## config.mk

```make
export PLATFORM = sky130hd
export DESIGN_NAME = lite_reg_arbiter
export DESIGN_NICKNAME = d
export VERILOG_FILES = /design/src/rtl/lite_reg_arbiter_pkg.sv /design/src/rtl/lite_reg_arbiter_irq_ctrl.sv /design/src/rtl/lite_reg_arbiter.sv
export SDC_FILE = /design/constraint.sdc
export NUM_CORES = 1
export LEC_CHECK = 0
export CAP_MARGIN = 20
export CORE_MARGIN = 8
export CORE_UTILIZATION = 35
export DETAILED_ROUTE_END_ITERATION = 8
export PLACE_DENSITY = 0.72
export REMOVE_ABC_BUFFERS = 1
export SYNTH_ARGS = -nofsm -noshare
export SYNTH_HDL_FRONTEND = slang
export SYNTH_SLANG_ARGS = --single-unit
```

## constraint.sdc

```tcl
create_clock -name user_clk -period 3.6 [get_ports user_clk]
set_input_delay 0.72 -clock user_clk [delete_from_list [all_inputs] [get_ports user_clk]]
set_output_delay 0.72 -clock user_clk [all_outputs]
set_load 0.01 [all_outputs]
```

## src/rtl/lite_reg_arbiter_pkg.sv

```systemverilog
`default_nettype none
// ============================================================================
// Module  : lite_arb_pkg
// Brief   : Shared constants, read-source select and strobe helper for lite_reg_arbiter.
// Revision: 1.0
// ============================================================================
package lite_arb_pkg;

  localparam logic [31:0] OFF_ID       = 32'h0000_0000;
  localparam logic [31:0] OFF_IRQ_PEND = 32'h0000_0004;
  localparam logic [31:0] OFF_IRQ_EN   = 32'h0000_0008;
  localparam logic [31:0] OFF_IRQ_RAW  = 32'h0000_000C;
  localparam logic [31:0] OFF_BAD_ADDR = 32'h0000_0010;
  localparam logic [31:0] OFF_BAD_CNT  = 32'h0000_0014;
  localparam logic [31:0] OFF_SCRATCH  = 32'h0000_0018;

  localparam logic [31:0] BAD_DATA   = 32'hDEAD_BEEF;
  localparam int          ARM_CYCLES = 3;
  localparam int          BAD_CNT_W  = 16;

  typedef enum logic [1:0] {
    SEL_SLV   = 2'd0,
    SEL_LOCAL = 2'd1,
    SEL_BAD   = 2'd2
  } rd_sel_e;

  function automatic logic [31:0] strb_to_mask(input logic [3:0] strb);
    logic [31:0] mask;
    mask = '0;
    for (int b = 0; b < 4; b++) begin
      mask[8*b +: 8] = {8{strb[b]}};
    end
    return mask;
  endfunction

endpackage
`default_nettype wire

```

## src/rtl/lite_reg_arbiter_irq_ctrl.sv

```systemverilog
`default_nettype none
// ============================================================================
// Module  : lite_irq_ctrl
// Brief   : Source synchroniser, rising-edge latch, enable mask and W1C pending.
// Revision: 1.0
// ============================================================================
module lite_irq_ctrl
  import lite_arb_pkg::*;
#(
  parameter int N_IRQ = 8
) (
  input  logic             clk,
  input  logic             rst,
  input  logic [N_IRQ-1:0] i_src,
  input  logic             i_en_we,
  input  logic             i_pend_we,
  input  logic [N_IRQ-1:0] i_wr_data,
  input  logic [N_IRQ-1:0] i_wr_mask,
  output logic [N_IRQ-1:0] o_pend,
  output logic [N_IRQ-1:0] o_en,
  output logic [N_IRQ-1:0] o_raw,
  output logic             o_irq
);

  localparam int ARM_W = $clog2(ARM_CYCLES + 1);

  logic [N_IRQ-1:0] r_sync1;
  logic [N_IRQ-1:0] r_sync2;
  logic [N_IRQ-1:0] r_prev;
  logic [N_IRQ-1:0] r_pend;
  logic [N_IRQ-1:0] r_en;
  logic [ARM_W-1:0] r_arm_cnt;
  logic             r_irq;

  logic             w_armed;
  logic [N_IRQ-1:0] w_rise;
  logic [N_IRQ-1:0] w_clr;

  // Sources already high at reset release produce a sync-chain edge before arming completes.
  assign w_armed = (r_arm_cnt == ARM_W'(ARM_CYCLES));
  assign w_rise  = r_sync2 & ~r_prev & {N_IRQ{w_armed}};
  assign w_clr   = i_pend_we ? (i_wr_data & i_wr_mask) : '0;

  always_ff @(posedge clk) begin
    if (rst) begin
      r_sync1   <= '0;
      r_sync2   <= '0;
      r_prev    <= '0;
      r_pend    <= '0;
      r_en      <= '0;
      r_arm_cnt <= '0;
      r_irq     <= 1'b0;
    end else begin
      r_sync1 <= i_src;
      r_sync2 <= r_sync1;
      r_prev  <= r_sync2;
      if (!w_armed) begin
        r_arm_cnt <= r_arm_cnt + ARM_W'(1);
      end
      r_pend <= (r_pend & ~w_clr) | w_rise;
      if (i_en_we) begin
        r_en <= (r_en & ~i_wr_mask) | (i_wr_data & i_wr_mask);
      end
      r_irq <= |(r_pend & r_en);
    end
  end

  assign o_pend = r_pend;
  assign o_en   = r_en;
  assign o_raw  = r_sync2;
  assign o_irq  = r_irq;

endmodule
`default_nettype wire

```

## src/rtl/lite_reg_arbiter.sv

```systemverilog
`default_nettype none
// ============================================================================
// Module  : lite_reg_arbiter
// Brief   : Register-port decoder routing accesses to slave windows or a local bank.
// Revision: 1.0
// ============================================================================
module lite_reg_arbiter
  import lite_arb_pkg::*;
#(
  parameter int          N_SLV    = 4,
  parameter int          WIN_BITS = 12,
  parameter int          N_IRQ    = 8,
  parameter logic [31:0] ID_VALUE = 32'h4C52_4131
) (
  input  logic                  user_clk,
  input  logic                  user_rst,
  input  logic                  user_wren,
  input  logic [3:0]            user_wstrb,
  input  logic                  user_rden,
  input  logic [31:0]           user_addr,
  input  logic [31:0]           user_wr_data,
  output logic [31:0]           user_rd_data,
  output logic                  user_irq,
  output logic [N_SLV-1:0]      slv_wren,
  output logic [N_SLV-1:0]      slv_rden,
  output logic [WIN_BITS-1:0]   slv_addr,
  output logic [31:0]           slv_wr_data,
  output logic [3:0]            slv_wstrb,
  input  logic [32*N_SLV-1:0]   slv_rd_data,
  input  logic [N_IRQ-1:0]      irq_src
);

  localparam int IDX_W = 16 - WIN_BITS;

  logic [IDX_W-1:0]     w_idx;
  logic                 w_hi_zero;
  logic [N_SLV-1:0]     w_slv_sel;
  logic                 w_slv_hit;
  logic                 w_loc_hit;
  logic                 w_bad_acc;
  logic                 w_loc_wr;
  logic [31:0]          w_off;
  logic [31:0]          w_mask;
  logic [31:0]          w_loc_rd;
  logic [31:0]          w_slv_mux;
  logic [N_IRQ-1:0]     w_pend;
  logic [N_IRQ-1:0]     w_en;
  logic [N_IRQ-1:0]     w_raw;

  rd_sel_e              r_sel;
  logic [N_SLV-1:0]     r_slv_oh;
  logic [31:0]          r_rd_data;
  logic [31:0]          r_scratch;
  logic [31:0]          r_bad_addr;
  logic [BAD_CNT_W-1:0] r_bad_cnt;

  assign w_idx     = user_addr[15:WIN_BITS];
  assign w_hi_zero = (user_addr[31:16] == 16'h0000);

  always_comb begin
    w_slv_sel = '0;
    for (int k = 0; k < N_SLV; k++) begin
      w_slv_sel[k] = w_hi_zero && (w_idx == IDX_W'(k));
    end
  end

  assign w_slv_hit = |w_slv_sel;
  assign w_loc_hit = w_hi_zero && (&w_idx);
  assign w_bad_acc = (user_wren || user_rden) && !w_slv_hit && !w_loc_hit;
  assign w_loc_wr  = user_wren && w_loc_hit;
  assign w_off     = 32'(user_addr[WIN_BITS-1:0]);
  assign w_mask    = strb_to_mask(user_wstrb);

  assign slv_wren    = w_slv_sel & {N_SLV{user_wren}};
  assign slv_rden    = w_slv_sel & {N_SLV{user_rden}};
  assign slv_addr    = user_addr[WIN_BITS-1:0];
  assign slv_wr_data = user_wr_data;
  assign slv_wstrb   = user_wstrb;

  always_comb begin
    w_loc_rd = '0;
    case (w_off)
      OFF_ID:       w_loc_rd = ID_VALUE;
      OFF_IRQ_PEND: w_loc_rd = 32'(w_pend);
      OFF_IRQ_EN:   w_loc_rd = 32'(w_en);
      OFF_IRQ_RAW:  w_loc_rd = 32'(w_raw);
      OFF_BAD_ADDR: w_loc_rd = r_bad_addr;
      OFF_BAD_CNT:  w_loc_rd = 32'(r_bad_cnt);
      OFF_SCRATCH:  w_loc_rd = r_scratch;
      default:      w_loc_rd = '0;
    endcase
  end

  // Local and unmapped reads are captured at T; slave data arrives live at T+1.
  always_ff @(posedge user_clk) begin
    if (user_rst) begin
      r_sel     <= SEL_LOCAL;
      r_slv_oh  <= '0;
      r_rd_data <= '0;
    end else if (user_rden) begin
      r_slv_oh <= w_slv_sel;
      if (w_slv_hit) begin
        r_sel <= SEL_SLV;
      end else if (w_loc_hit) begin
        r_sel     <= SEL_LOCAL;
        r_rd_data <= w_loc_rd;
      end else begin
        r_sel     <= SEL_BAD;
        r_rd_data <= BAD_DATA;
      end
    end
  end

  always_comb begin
    w_slv_mux = '0;
    for (int k = 0; k < N_SLV; k++) begin
      if (r_slv_oh[k]) begin
        w_slv_mux = slv_rd_data[32*k +: 32];
      end
    end
  end

  assign user_rd_data = (r_sel == SEL_SLV) ? w_slv_mux : r_rd_data;

  always_ff @(posedge user_clk) begin
    if (user_rst) begin
      r_scratch  <= '0;
      r_bad_addr <= '0;
      r_bad_cnt  <= '0;
    end else begin
      if (w_loc_wr && (w_off == OFF_SCRATCH)) begin
        r_scratch <= (r_scratch & ~w_mask) | (user_wr_data & w_mask);
      end
      if (w_bad_acc) begin
        r_bad_addr <= user_addr;
      end
      // A clearing write overrides a simultaneous unmapped increment.
      if (w_loc_wr && (w_off == OFF_BAD_CNT)) begin
        r_bad_cnt <= '0;
      end else if (w_bad_acc && (r_bad_cnt != '1)) begin
        r_bad_cnt <= r_bad_cnt + BAD_CNT_W'(1);
      end
    end
  end

  lite_irq_ctrl #(
    .N_IRQ (N_IRQ)
  ) u_irq_ctrl (
    .clk       (user_clk),
    .rst       (user_rst),
    .i_src     (irq_src),
    .i_en_we   (w_loc_wr && (w_off == OFF_IRQ_EN)),
    .i_pend_we (w_loc_wr && (w_off == OFF_IRQ_PEND)),
    .i_wr_data (user_wr_data[N_IRQ-1:0]),
    .i_wr_mask (w_mask[N_IRQ-1:0]),
    .o_pend    (w_pend),
    .o_en      (w_en),
    .o_raw     (w_raw),
    .o_irq     (user_irq)
  );

endmodule
`default_nettype wire

```

==> impl_metrics.sql <==
INSERT INTO impl_metrics (metric_group, metric, value, unit) VALUES
('critical_path', 'critPathCaptureType', 'output pin', ''),
('floorplanning', 'initial_core_util', '35.6', '%'),
('timing', 'highest_achievable_clock_rate', '0.287', 'GHz'),
('placed_design', 'io_buffer_count', '296', ''),
('detailed_routing', 'routedWlPerCell', '19.6', 'microns'),
('global_route', 'antenna_found_initial', '1', ''),
('cells_and_area', 'antenna_cells_inserted', '0', ''),
('cells_and_area', 'fin_nets', '1504', ''),
('global_route', 'largest_net_degree_at_the_start_of_global_routing', '59', ''),
('global_route', 'grt_first_pass_wirelength', '47.8', 'mm'),
('clock_network', 'clkLatencyLatePin', '0.43', 'ns'),
('detailed_routing', 'detail_route.first_pass.iterations', '6', ''),
('floorplanning', 'die_width', '171', 'microns'),
('timing', 'worst_clock_skew', '0.00721', 'ns'),
('synth', 'synth_top_family_by_area', 'simple AND/OR/NAND/NOR gates', ''),
('placed_design', 'dpl_worst_slack', '-0.332', 'ns'),
('floorplanning', 'core_region', '23500', 'sq um'),
('synth', 'ys_seq_elements', '161', ''),
('synth', 'synth_top_cell_area_share', '38.6', '%'),
('detailed_routing', 'vias_per_cell', '5.34', ''),
('cells_and_area', 'nFillCells', '2177', ''),
('synth', 'synth_fa_ha_area_share', '0.299', '%'),
('power_and_ir_drop', 'p_sw_share', '23.6', '%'),
('synth', 'post-synth-top-count-cell', 'sky130_fd_sc_hd__dfxtp_1', ''),
('power_and_ir_drop', 'switchingPower', '1.05', 'mW'),
('timing', 'report.final.setup_viol', '0', ''),
('detailed_routing', 'drcViolationCount', '0', ''),
('synth', 'ys_top_cells_by_area', 'sky130_fd_sc_hd__dfxtp_1 39%, sky130_fd_sc_hd__mux2i_1 6.1%, sky130_fd_sc_hd__a21oi_1 6.0%, sky130_fd_sc_hd__nand2_1 5.4%, sky130_fd_sc_hd__nor2b_1 5.2%', ''),
('power_and_ir_drop', 'clock_power_share', '43.4', '%'),
('floorplanning', 'placementRows', '56', ''),
('timing', 'slew_viol_final', '0', ''),
('clock_network', 'root_buffer', 'sky130_fd_sc_hd__clkbuf_16', ''),
('power_and_ir_drop', 'leakagePower', '4.48', 'nW'),
('detailed_routing', 'antenna_left', '0', ''),
('run_status', 'run_status', 'complete, no violations', ''),
('detailed_routing', 'vias', '8680', ''),
('synth', 'ys_async_sr_fraction', '0', '%'),
('power_and_ir_drop', 'power_density', '364', 'nW/um^2'),
('clock_network', 'cts_tree', 'built', ''),
('floorplanning', 'design.portCount', '297', ''),
('timing', 'final.setup.tns', '0', 'ns'),
('timing', 'finalCritPeriodShare', '96.7', '%'),
('synth', 'synth_area', '8360', 'sq um'),
('timing', 'max_slew.worst_pin.slew', '0.901', 'ns'),
('critical_path', 'path_class', 'in -> out', ''),
('synth', 'synth_compound_gate_area_share', '20.6', '%'),
('synth', 'avg_cell_area_syn', '8.02', 'sq um'),
('global_route', 'via_count_of_the_first_global_routing_pass', '8366', ''),
('placed_design', 'detailed_place_hpwl', '24.2', 'mm'),
('synth', 'ys_dominant_reg_cell', 'sky130_fd_sc_hd__dfxtp_1', ''),
('critical_path', 'critPathArrivalTime', '2.76', 'ns'),
('detailed_routing', 'routed_wirelength', '31.9', 'mm'),
('flow_run', 'cap_viol_max_count', '0', ''),
('floorplanning', 'die-height', '171', 'microns'),
('synth', 'synth_xor_xnor_area_share', '0.105', '%'),
('synth', 'ys_top_cells_by_count', '161 x sky130_fd_sc_hd__dfxtp_1, 121 x sky130_fd_sc_hd__nand2_1, 101 x sky130_fd_sc_hd__a21oi_1', ''),
('timing', 'grt_setup_unrepaired', 'false', ''),
('global_route', 'grt_overflow_total', '0', ''),
('placed_design', 'placed_cells_incl_taps', '1594', ''),
('synth', 'synth_sequential_area_ratio', '38.6', '%'),
('placed_design', 'finalWeightedCongestion', '0.893', ''),
('synth', 'number_of_enable_flip_flop_cells_after_synthesis', '0', ''),
('cells_and_area', 'post_route_cells_drive_above_1_share', '9.26', '%'),
('critical_path', 'cp.required', '2.88', 'ns'),
('global_route', 'grtUsageTotal', '21.0', '%'),
('power_and_ir_drop', 'ir_worst_vdd', '309', 'uV'),
('timing', 'final-hold-violation-count', '0', ''),
('synth', 'synth_simple_gate_area_share', '25.4', '%'),
('power_and_ir_drop', 'register_share_of_total_power', '42.0', '%'),
('timing', 'period_minus_slack', '3.48', 'ns'),
('clock_network', 'cts_hold_buffers', '0', '');
metrics by stage:
step                total power, mW  util, %  cell area [sq um]
floorplan                      2.06        -               7690
global placement               2.56     49.4              11600
detailed placement             2.56     49.4              11600
CTS                            4.50     52.2              12200
global route                   4.64     52.2              12300
finish                         4.47     52.2              12300
cells by family after synthesis:
logic type,Yosys count
and+or+nand+nor,416
xor gates and xnor gates,1
buffers and inverters,140
AOI/OAI and AO/OA,268
muxes,54
DFF,161
adders and majority gates,2
power groups by stage:
stage / clock [mW] / combinational, mW / sequential [mW]
6_report: 1.94 / 0.650 / 1.88
5_1_grt: 2.05 / 0.699 / 1.88
4_1_cts: 1.97 / 0.653 / 1.88
3_5_place_dp: 0 / 0.648 / 1.92
3_3_place_gp: 0 / 0.641 / 1.91
2_1_floorplan: 0 / 0.151 / 1.91
per-layer routing:
layer / global-route usage, % / vias up / share of wire (%)
li1: - / 4208 / -
met1: 25.9 / 4091 / 43
met2: 35.0 / 337 / 48
met3: 6.08 / 42 / 7.6
met4: 6.41 / 2 / 2.0
met5: 0 / - / 0.025
timing repair:
item / in CTS / in global routing
setup buffers: 0 / 0
cloned: 0 / 0
pin swaps: 1 / 1
endpoints found under the setup margin: 8 / 6
gates resized for setup: 11 / 8
worst paths after layout:
kind                                       startpoint                  end  slack (ns)  depth (start not counted)
worst max-delay path                    user_addr[24]          slv_rden[2]        0.12                          9
worst min-delay path            u_irq_ctrl.r_sync1[4]  u_irq_ctrl.o_raw[4]        0.44                          1
worst max register to register           r_bad_cnt[6]        r_bad_cnt[13]        1.39                          5
worst min register to register  u_irq_ctrl.r_sync1[4]  u_irq_ctrl.o_raw[4]        0.44                          1
cells in the final DEF, fill, tap and decap left out, types with 4 or more instances in the layout:
cell and instances:
sky130_fd_sc_hd__inv_1 14, sky130_fd_sc_hd__and3b_1 7, sky130_fd_sc_hd__dlygate4sd2_1 6, sky130_fd_sc_hd__dfxtp_1 159, sky130_fd_sc_hd__and4_1 4, sky130_fd_sc_hd__nand4_1 6
sky130_fd_sc_hd__a22o_1 5, sky130_fd_sc_hd__a21o_1 6, sky130_fd_sc_hd__nand2_1 121, sky130_fd_sc_hd__nor2b_1 68, sky130_fd_sc_hd__o21ai_0 49, sky130_fd_sc_hd__buf_4 60
sky130_fd_sc_hd__bufinv_16 4, sky130_fd_sc_hd__clkbuf_16 17, sky130_fd_sc_hd__nand3_1 9, sky130_fd_sc_hd__a22oi_1 15, sky130_fd_sc_hd__mux2i_1 51, sky130_fd_sc_hd__a211oi_1 12
sky130_fd_sc_hd__a221oi_1 48, sky130_fd_sc_hd__nand2b_1 5, sky130_fd_sc_hd__or4_1 13, sky130_fd_sc_hd__o2bb2ai_1 5, sky130_fd_sc_hd__and2_1 5, sky130_fd_sc_hd__nor4_4 7
sky130_fd_sc_hd__nor4_1 7, sky130_fd_sc_hd__nor3_1 52, sky130_fd_sc_hd__nor2_1 92, sky130_fd_sc_hd__clkdlybuf4s50_1 287, sky130_fd_sc_hd__o31ai_1 10, sky130_fd_sc_hd__a21oi_1 100
critical path, stage by stage:
cell                              delay, ns
sky130_fd_sc_hd__clkdlybuf4s50_1       0.46
sky130_fd_sc_hd__nor4_4                0.32
sky130_fd_sc_hd__buf_4                 0.15
sky130_fd_sc_hd__nand4_1               0.17
sky130_fd_sc_hd__buf_6                 0.21
sky130_fd_sc_hd__nor4_4                0.13
sky130_fd_sc_hd__buf_4                 0.14
sky130_fd_sc_hd__and3_1                0.17
sky130_fd_sc_hd__dlygate4sd2_1         0.28
area by class of cell:
type	instances	area [sq um]	share of cell area, %
Timing Repair Buffer	359	3460	28.2
Clock buffer	20	457	3.72
Inverter	14	52.6	0.429
Clock inverter	11	179	1.46
Sequential cell	161	3230	26.3
Multi-Input combinational cell	741	4490	36.6
Tap cell	319	399	3.25
Note: power is estimated with default switching activity, not from simulation.
==> RTL edit, RTL diff (same flow settings) <==
Make the reset (`rst` and `user_rst`) asynchronous in 3 clocked blocks.
--- a/src/rtl/lite_reg_arbiter_irq_ctrl.sv
+++ b/src/rtl/lite_reg_arbiter_irq_ctrl.sv
@@ -42,5 +42,5 @@
   assign w_clr   = i_pend_we ? (i_wr_data & i_wr_mask) : '0;
 
-  always_ff @(posedge clk) begin
+  always_ff @(posedge clk or posedge rst) begin
     if (rst) begin
       r_sync1   <= '0;
--- a/src/rtl/lite_reg_arbiter.sv
+++ b/src/rtl/lite_reg_arbiter.sv
@@ -93,5 +93,5 @@
 
   // Local and unmapped reads are captured at T; slave data arrives live at T+1.
-  always_ff @(posedge user_clk) begin
+  always_ff @(posedge user_clk or posedge user_rst) begin
     if (user_rst) begin
       r_sel     <= SEL_LOCAL;
@@ -123,5 +123,5 @@
   assign user_rd_data = (r_sel == SEL_SLV) ? w_slv_mux : r_rd_data;
 
-  always_ff @(posedge user_clk) begin
+  always_ff @(posedge user_clk or posedge user_rst) begin
     if (user_rst) begin
       r_scratch  <= '0;
Check against the original RTL: differs if user_rst is asserted again (counterexample within 4 cycles, from zero or initial values and one cycle with user_rst high); with user_rst held inactive, the same outputs for 4 cycles.
==> RTL edit against the original RTL <==
Sequential cell count is the same. Global-route usage shrank 0.71 points. Via count shrank 6.5%. Critical path type unchanged. Total power shrank 2.4%. Largest power group is now registers. Design area grew 2.4%. Area after synthesis grew 5.1%. Final cell count shrank 8.9%. Worst hold slack lost 90 ps. Setup slack gained 84 ps. Wire length shrank 0.72%. Critical endpoint is now slv_rden[0]. Die area grew 4.6%.
==> RTL edit: results (changes against the original RTL) <==
Final layout
  – Multi-input gate count: 596 (was 741)
  – Non-CTS buffers: 348 (was 359)
  – Non-Filler Instances: 1480 (was 1625)
  – # clk buffers: 18 (was 20)
  – Multi-input combinational cell area: 4109 sq um (was 4493 sq um)
  – Layout fillers: 2267 (was 2177)
  – Final nets: 1346 (was 1504)
  – ClkCell Share: 4.432% (was 5.183%)
  – Sequential share of cell area: 32.12% (was 26.30%)
  – Ant diodes: 2 (was 0)
  – Layout cell share with drive strength beyond 1: 16.64% (was 9.265%)
  – Non-clock buffer share: 27.01% (was 28.19%)

GRT
  – Vias in the first global route: 8353 (was 8366)
  – First-pass GRT wire length: 48690 um (was 47830 um)
  – Initial antenna violation count: 2 (was 1)
  – Total track usage: 20.32% (was 21.02%)
  – Pin count of the biggest net entering global routing: 75 (was 59)

Timing
  – Hold WS: 348.6 ps (was 439.0 ps)
  – Worst Skew: 7.445 ps (was 7.207 ps)
  – Final min period: 3396 ps (was 3480 ps)
  – Slew HR: 42.41% (was 39.91%)

Route
  – Routed vias: 8120 (was 8680)
  – Total wire length: 31670 um (was 31900 um)
  – Number of DRC markers in iteration 0: 640 (was 593)
  – DR pass1 iterations: 5 (was 6)

Placed design
  – DP Wirelength: 24590 um (was 24240 um)
  – Final RePlAce weighted congestion: 0.8921 (was 0.8926)
  – Setup WS pre-CTS: -283.4 ps (was -332.2 ps)
  – Cells after DPL: 1447 (was 1594)

Power and ir drop
  – Leak: 5.279 nW (was 4.479 nW)
  – Internal: 3.237 mW (was 3.415 mW)
  – Clk pwr share: 39.7% (was 43.4%)
  – Worst vdd ir: 0.2445 mV (was 0.3091 mV)
  – Reg power frac: 45.6% (was 42.0%)

Logic synthesis
  – Synth Area in XOR/XNOR: 0.09973% (was 0.1048%)
  – Cell count after synthesis: 881 (was 1042)
  – Distinct cells, synth: 57 (was 54)
  – Ranking of synthesized cells by area: dfrtp_1 (46%), mux2_2 (10%), buf_4 (4.3%) (was dfxtp_1 (39%), mux2i_1 (6.1%), a21oi_1 (6.0%))
  – Multiplexer share of the synthesized area: 10.73% (was 6.512%)
  – Compound-Gate Fraction of Synth Area: 18.15% (was 20.57%)
  – Adder-cell share of the synthesized area: 0.2849% (was 0.2994%)
  – FFs w/ async S/R, synth: 100.0% (was 0%)
  – Register area share after synthesis: 45.89% (was 38.56%)

Critical path
  – Critical path peak fanout: 4 (was 3)
  – Reg2Reg Setup Slack: 1450 ps (was 1390 ps)
  – Critical path data arrival time: 2680 ps (was 2760 ps)

Outcome
  – Status: finished, final reports clean (unchanged)

Clocking
  – Clock sink count: 161 (unchanged)
[RTL edit: final timing paths]
| check | from | cells after the start | endpoint |
|---|---|---|---|
| setup / recovery | user_addr[30] | 9 | slv_rden[0] |
| hold / removal | u_irq_ctrl.r_sync1[2] | 0 | u_irq_ctrl.o_raw[2] |
| setup reg to reg | r_bad_cnt[6] | 5 | r_bad_cnt[11] |
| hold reg to reg | u_irq_ctrl.r_sync1[2] | 0 | u_irq_ctrl.o_raw[2] |
| max in group asynchronous | user_rst | 3 | r_bad_addr[5] |
| min in group asynchronous | user_rst | 2 | u_irq_ctrl.r_sync1[6] |
[RTL edit: per-stage QoR]
step	power, mW	cell area [sq um]
2_1_floorplan	2.177	8160
3_3_place_gp	2.649	11990
3_5_place_dp	2.659	11990
4_1_cts	4.398	12550
5_1_grt	4.538	12560
6_report	4.361	12560
[RTL edit: metal layers]
layer	global-route usage, %	routed length [um]
met5	0	0
met4	7.161	988
met3	4.838	2552
met2	32.81	14750
met1	26.15	13380
